--- src/rtl/jam_cost_table.sv ---
// Cost-table responder for the JAM engine: loads 64 costs, then serves lookups and checks the result.
// Zero-cycle lookup; the load port accepts one entry per cycle via LD_READY, and the engine is held in reset until the table is full.
module jam_cost_table #(
   parameter int TIMEOUT_CYC = 1000000
) (
   input  logic        CLK,
   input  logic        RST_N,
   input  logic        LD_VALID,
   input  logic [6:0]  LD_DATA,
   output logic        LD_READY,
   output logic        JAM_RST,
   input  logic [2:0]  W,
   input  logic [2:0]  J,
   output logic [6:0]  Cost,
   input  logic        Valid,
   input  logic [9:0]  MinCost,
   input  logic [3:0]  MatchCount,
   input  logic [9:0]  EXP_MIN,
   input  logic [3:0]  EXP_CNT,
   output logic        DONE,
   output logic        PASS,
   output logic        TIMEOUT,
   output logic [19:0] CYCLES
);

   localparam logic [19:0] LP_TIMEOUT = 20'(TIMEOUT_CYC);
   localparam logic [19:0] LP_CYC_MAX = 20'hFFFFF;

   typedef enum logic [1:0] {ST_IDLE, ST_LOAD, ST_SERVE, ST_CHECK} state_t;

   state_t      r_state;
   state_t      w_next;
   logic        w_xfer;
   logic        w_timeout;
   logic [5:0]  r_idx;
   logic [6:0]  r_table [64];
   logic        r_ld_ready;
   logic        r_jam_rst;
   logic        r_done;
   logic        r_pass;
   logic        r_timeout;
   logic [19:0] r_cycles;

   always_comb begin
      w_next    = r_state;
      w_xfer    = 1'b0;
      w_timeout = 1'b0;
      case (r_state)
         ST_IDLE:  w_next = ST_LOAD;
         ST_LOAD: begin
            w_xfer = r_ld_ready && LD_VALID;
            if (w_xfer && (r_idx == 6'd63)) w_next = ST_SERVE;
         end
         ST_SERVE: begin
            // Valid has priority over the watchdog in the same cycle.
            if (Valid) begin
               w_next = ST_CHECK;
            end else if (r_cycles == LP_TIMEOUT) begin
               w_timeout = 1'b1;
               w_next    = ST_CHECK;
            end
         end
         default:  w_next = ST_CHECK;
      endcase
   end

   always_ff @(posedge CLK or negedge RST_N) begin
      if (!RST_N) begin
         r_state    <= ST_IDLE;
         r_idx      <= '0;
         r_ld_ready <= 1'b0;
         r_jam_rst  <= 1'b1;
         r_done     <= 1'b0;
         r_pass     <= 1'b0;
         r_timeout  <= 1'b0;
         r_cycles   <= '0;
         for (int i = 0; i < 64; i++) r_table[i] <= '0;
      end else begin
         r_state    <= w_next;
         // Ready waits one cycle in LOAD so it rises on the second edge after reset release.
         r_ld_ready <= (r_state == ST_LOAD) && (w_next == ST_LOAD);
         r_jam_rst  <= (w_next == ST_IDLE) || (w_next == ST_LOAD);
         if (w_xfer) begin
            r_table[r_idx] <= LD_DATA;
            r_idx          <= r_idx + 6'd1;
         end
         if ((r_state == ST_SERVE) && (w_next == ST_SERVE) && (r_cycles != LP_CYC_MAX))
            r_cycles <= r_cycles + 20'd1;
         if ((r_state == ST_SERVE) && Valid) begin
            r_done <= 1'b1;
            r_pass <= (MinCost == EXP_MIN) && (MatchCount == EXP_CNT);
         end
         if (w_timeout) begin
            r_timeout <= 1'b1;
            r_done    <= 1'b1;
            r_pass    <= 1'b0;
         end
      end
   end

   assign Cost     = r_table[{W, J}];
   assign LD_READY = r_ld_ready;
   assign JAM_RST  = r_jam_rst;
   assign DONE     = r_done;
   assign PASS     = r_pass;
   assign TIMEOUT  = r_timeout;
   assign CYCLES   = r_cycles;

endmodule

--- config.mk ---
export PLATFORM = sky130hd
export DESIGN_NAME = jam_cost_table
export DESIGN_NICKNAME = d
export VERILOG_FILES = /design/src/rtl/jam_cost_table.sv
export SDC_FILE = /design/constraint.sdc
export NUM_CORES = 1
export LEC_CHECK = 0
export ABC_AREA = 1
export ABC_CLOCK_PERIOD_IN_PS = 3700
export CELL_PAD_IN_SITES_DETAIL_PLACEMENT = 1
export CELL_PAD_IN_SITES_GLOBAL_PLACEMENT = 2
export CORE_UTILIZATION = 40
export DETAILED_ROUTE_END_ITERATION = 7
export GPL_ROUTABILITY_DRIVEN = 1
export GPL_TIMING_DRIVEN = 0
export MAX_ROUTING_LAYER = met4
export PLACE_DENSITY_LB_ADDON = 0.1
export RECOVER_POWER = 50
export SLEW_MARGIN = 20
export SYNTH_ARGS = -nofsm -noshare
export SYNTH_HDL_FRONTEND = slang
export SYNTH_SLANG_ARGS = --single-unit
--- constraint.sdc ---
create_clock -name CLK -period 3.7 [get_ports CLK]
set_input_delay 0.74 -clock CLK [delete_from_list [all_inputs] [get_ports CLK]]
set_output_delay 0.74 -clock CLK [all_outputs]
set_load 0.005 [all_outputs]
==> results by group <==
Synth
  • Primary FF master, synth: dfrtp_1
  • Post-synth EDFFs: 0
  • Asr flop ratio synth: 1.00
  • Mapped Nets: 2912
  • Yosys cell types: 28
  • Syn Inst Count: 2864
  • Synthesized area: 0.0225 mm²
  • Seq/Total Area, Yosys: 0.535
  • Synth Register Bits: 481
  • Avg Cell Area, Syn: 7.85 µm²
  • Yosys warning count: 0

Power and ir drop
  • Sw Ratio: 0.332
  • Peak VDD IR: 0.393 mV
  • Comb pwr share: 0.226
  • P_int: 12100 µW
  • Sequential share of power: 0.451
  • Sw power: 6030 µW
  • Leak: 0.0121 µW
  • Part of the power in the clock network: 0.323
  • PwrDens: 678 mW/mm²

Worst setup path
  • CP startpoint: J[2]
  • Worst flop-to-flop path endpoint: r_table[179]
  • CP Launch Type: input pin
  • CP Class: in2out
  • Element type at the critical path end: output port
  • R2r startpoint: r_state[1]
  • Arr. time, crit path: 2.95 ns
  • Crit path required time: 2.96 ns
  • R2R setup slack: 0.41 ns
  • Worst Path Max Fanout: 7
  • R2R cell count: 9

Placed design
  • Placement Cell Area: 0.0243 mm²
  • Placed cells: 3693
  • Gpl congestion: 0.971
  • I/O Buffers: 73
  • DP Wirelength: 65800 µm

Clock network
  • CTS Buf Count: 54
  • Clock tree sinks: 481
  • Clk buf depth: 3
  • H-tree depth: 2
  • Worst skew pair latency: 0.62 ns
  • Postcts setup bufs: 0
  • Root buffer cell: clkbuf_16
  • Resized cells post-CTS: 207
  • CTS tree: done
  • Hold buffers post-CTS: 0
  • Clk slew on worst S/H paths: 0.05 ns

Layout
  • Most frequent cells in the layout: nand2_1, dfrtp_1, o21ai_0
  • Ratio of cells with drive above 1 in the final layout: 0.0821
  • Area Overhead vs Synth: 19.1%
  • Multi-input gate area: 0.00939 mm²
  • Commonest non-fill, non-tap cell in the layout: nand2_1
  • # nets final: 3049
  • Diode count: 0
  • Fin cells: 3793
  • Final instance area: 0.0268 mm²
  • # fillers: 6752
  • Seq. cell area: 0.0120 mm²

Outcome
  • Status: finished, violations left
  • Failing checks: capacitance limit, slew limit

Timing
  • Clock Skews: 0.0309 ns
  • Final hold vios: 0
  • Final setup violation count: 0
  • Crit path time final: 3.69 ns
  • Least-Margin Pin Slew: 2.78 ns
  • Final period util: 0.997
  • Worst relative slew slack: -0.852
  • Hold Slack: 0.447 ns
  • Slew Limit Fails: 50
  • Maximum clock frequency: 271 MHz
  • Unrepaired setup endpoints after global routing: no
  • Fin Setup TNS: 0 ns

Drt
  • DR vias: 21400
  • Drt via density: 5.64
  • First-pass iteration count of the detailed router: 5
  • Final wirelength: 91400 µm
  • WL per Instance: 24.1 µm
  • Final ANT Viol Nets: 0
  • DRC viols: 0
  • DR iter-0 viols: 1838

Hold path
  • Worst Hold Path EP: JAM_RST
  • Worst min-delay path class: reg2reg
  • Hold wc startpoint: r_state[1]
  • WHS Path Cells: 1

Floorplanning
  • I/O pin cnt: 77
  • Die height: 239 µm
  • Core area: 0.0553 mm²
  • FP Rows: 86
  • Die area: 0.0572 mm²
  • Starting density of the core: 0.406
  • Chip width: 239 µm

Global route
  • Antenna violations before repair: 0
  • Vias in the first global route: 21700
  • Overflow left after global routing: 0
  • GR Util All Layers: 0.338
  • Largest net degree at the start of global routing: 99
  • First-pass GRT wire length: 138000 µm

Flow run
  • MaxCap Viol Count: 1
## power by group through the flow
stage                     Combinational (µW)  Clock, µW  Sequential (µW)
after floorplan                         2650          0             7860
after global placement                  3760          0             8170
after detailed placement                4010          0             8200
after CTS                               4100       5930             8140
after global routing                    4670       6110             8360
final                                   4110       5860             8180
## logic make-up after synthesis
| family | count (synthesis) | share of synthesized area |
|---|---|---|
| flops | 481 | 0.535 |
| simple gates | 1633 | 0.301 |
| buf+inv | 260 | 0.0478 |
| xor+xnor | 31 | 0.0121 |
| compound gates | 456 | 0.102 |
| fa+ha+maj | 3 | 0.00167 |
## layout make-up
| cell class | count | area share |
|---|---|---|
| flip-flops and latches | 481 | 0.450 |
| multi-input cells | 2123 | 0.351 |
| clock buffers | 84 | 0.0633 |
| plain buffers | 206 | 0.0516 |
| well taps | 748 | 0.0350 |
| repair buffers | 81 | 0.0329 |
| clock inverters | 16 | 0.00907 |
| inverters | 54 | 0.00766 |
## through the flow
stage | util | setup WS (ns) | total power [µW]
after floorplan | - | 0.922 | 10500
after global placement | 0.437 | -19.94 | 11900
after detailed placement | 0.440 | -1.14 | 12200
after CTS | 0.484 | 0.0103 | 18200
after global routing | 0.484 | 0.00588 | 19100
final | 0.484 | 0.0121 | 18100
## worst max-delay path, stage by stage
cell and delay, ns:
dlygate4sd2_1 0.36, clkbuf_2 0.36, buf_8 0.20, nand3_1 0.09, nand2_1 0.14, nand2_1 0.07, nand3_1 0.09, nand3_1 0.18
nand2_1 0.19, clkdlybuf4s50_1 0.52
## layer usage
layer,global-route usage,wire (µm),up-vias
met5,-,0,-
met4,0.108,3070,0
met3,0.0352,5190,157
met2,0.519,41800,643
met1,0.470,41400,10900
li1,-,-,9638
## cell usage after synthesis, types with 2 or more instances
library cell	count	share of area
nand2_1	1167	0.19
dfrtp_1	480	0.53
nor3_1	16	0.0036
inv_1	44	0.0073
clkbuf_1	157	0.026
nor2_1	31	0.0052
buf_6	8	0.0040
ha_1	3	0.0017
o21ai_0	454	0.10
xnor2_1	14	0.0055
inv_2	3	0.00050
nand3_1	398	0.089
buf_1	13	0.0022
xor2_1	17	0.0066
buf_2	27	0.0060
nand4_1	10	0.0028
nor3_4	4	0.0029
nor4_4	2	0.0019
clkinv_1	7	0.0012
## state kept, by name (all words and copies together) (netlist names)
name / cells
CYCLES: 20
TIMEOUT: 1
PASS: 1
r_idx: 6
DONE: 1
r_table: 448
JAM_RST: 1
LD_READY: 1
r_state: 2
## worst max path at each step
stage                     slack [ns]  cells past startpoint     endpoint
after floorplan                 0.92                     12      Cost[6]
after global placement        -19.94                      1  r_table[60]
after detailed placement       -1.14                     13      Cost[5]
after CTS                       0.01                      8      Cost[6]
after global routing           0.006                     12      Cost[0]
final                           0.01                     10      Cost[0]
(Power assumes the default switching activity.)
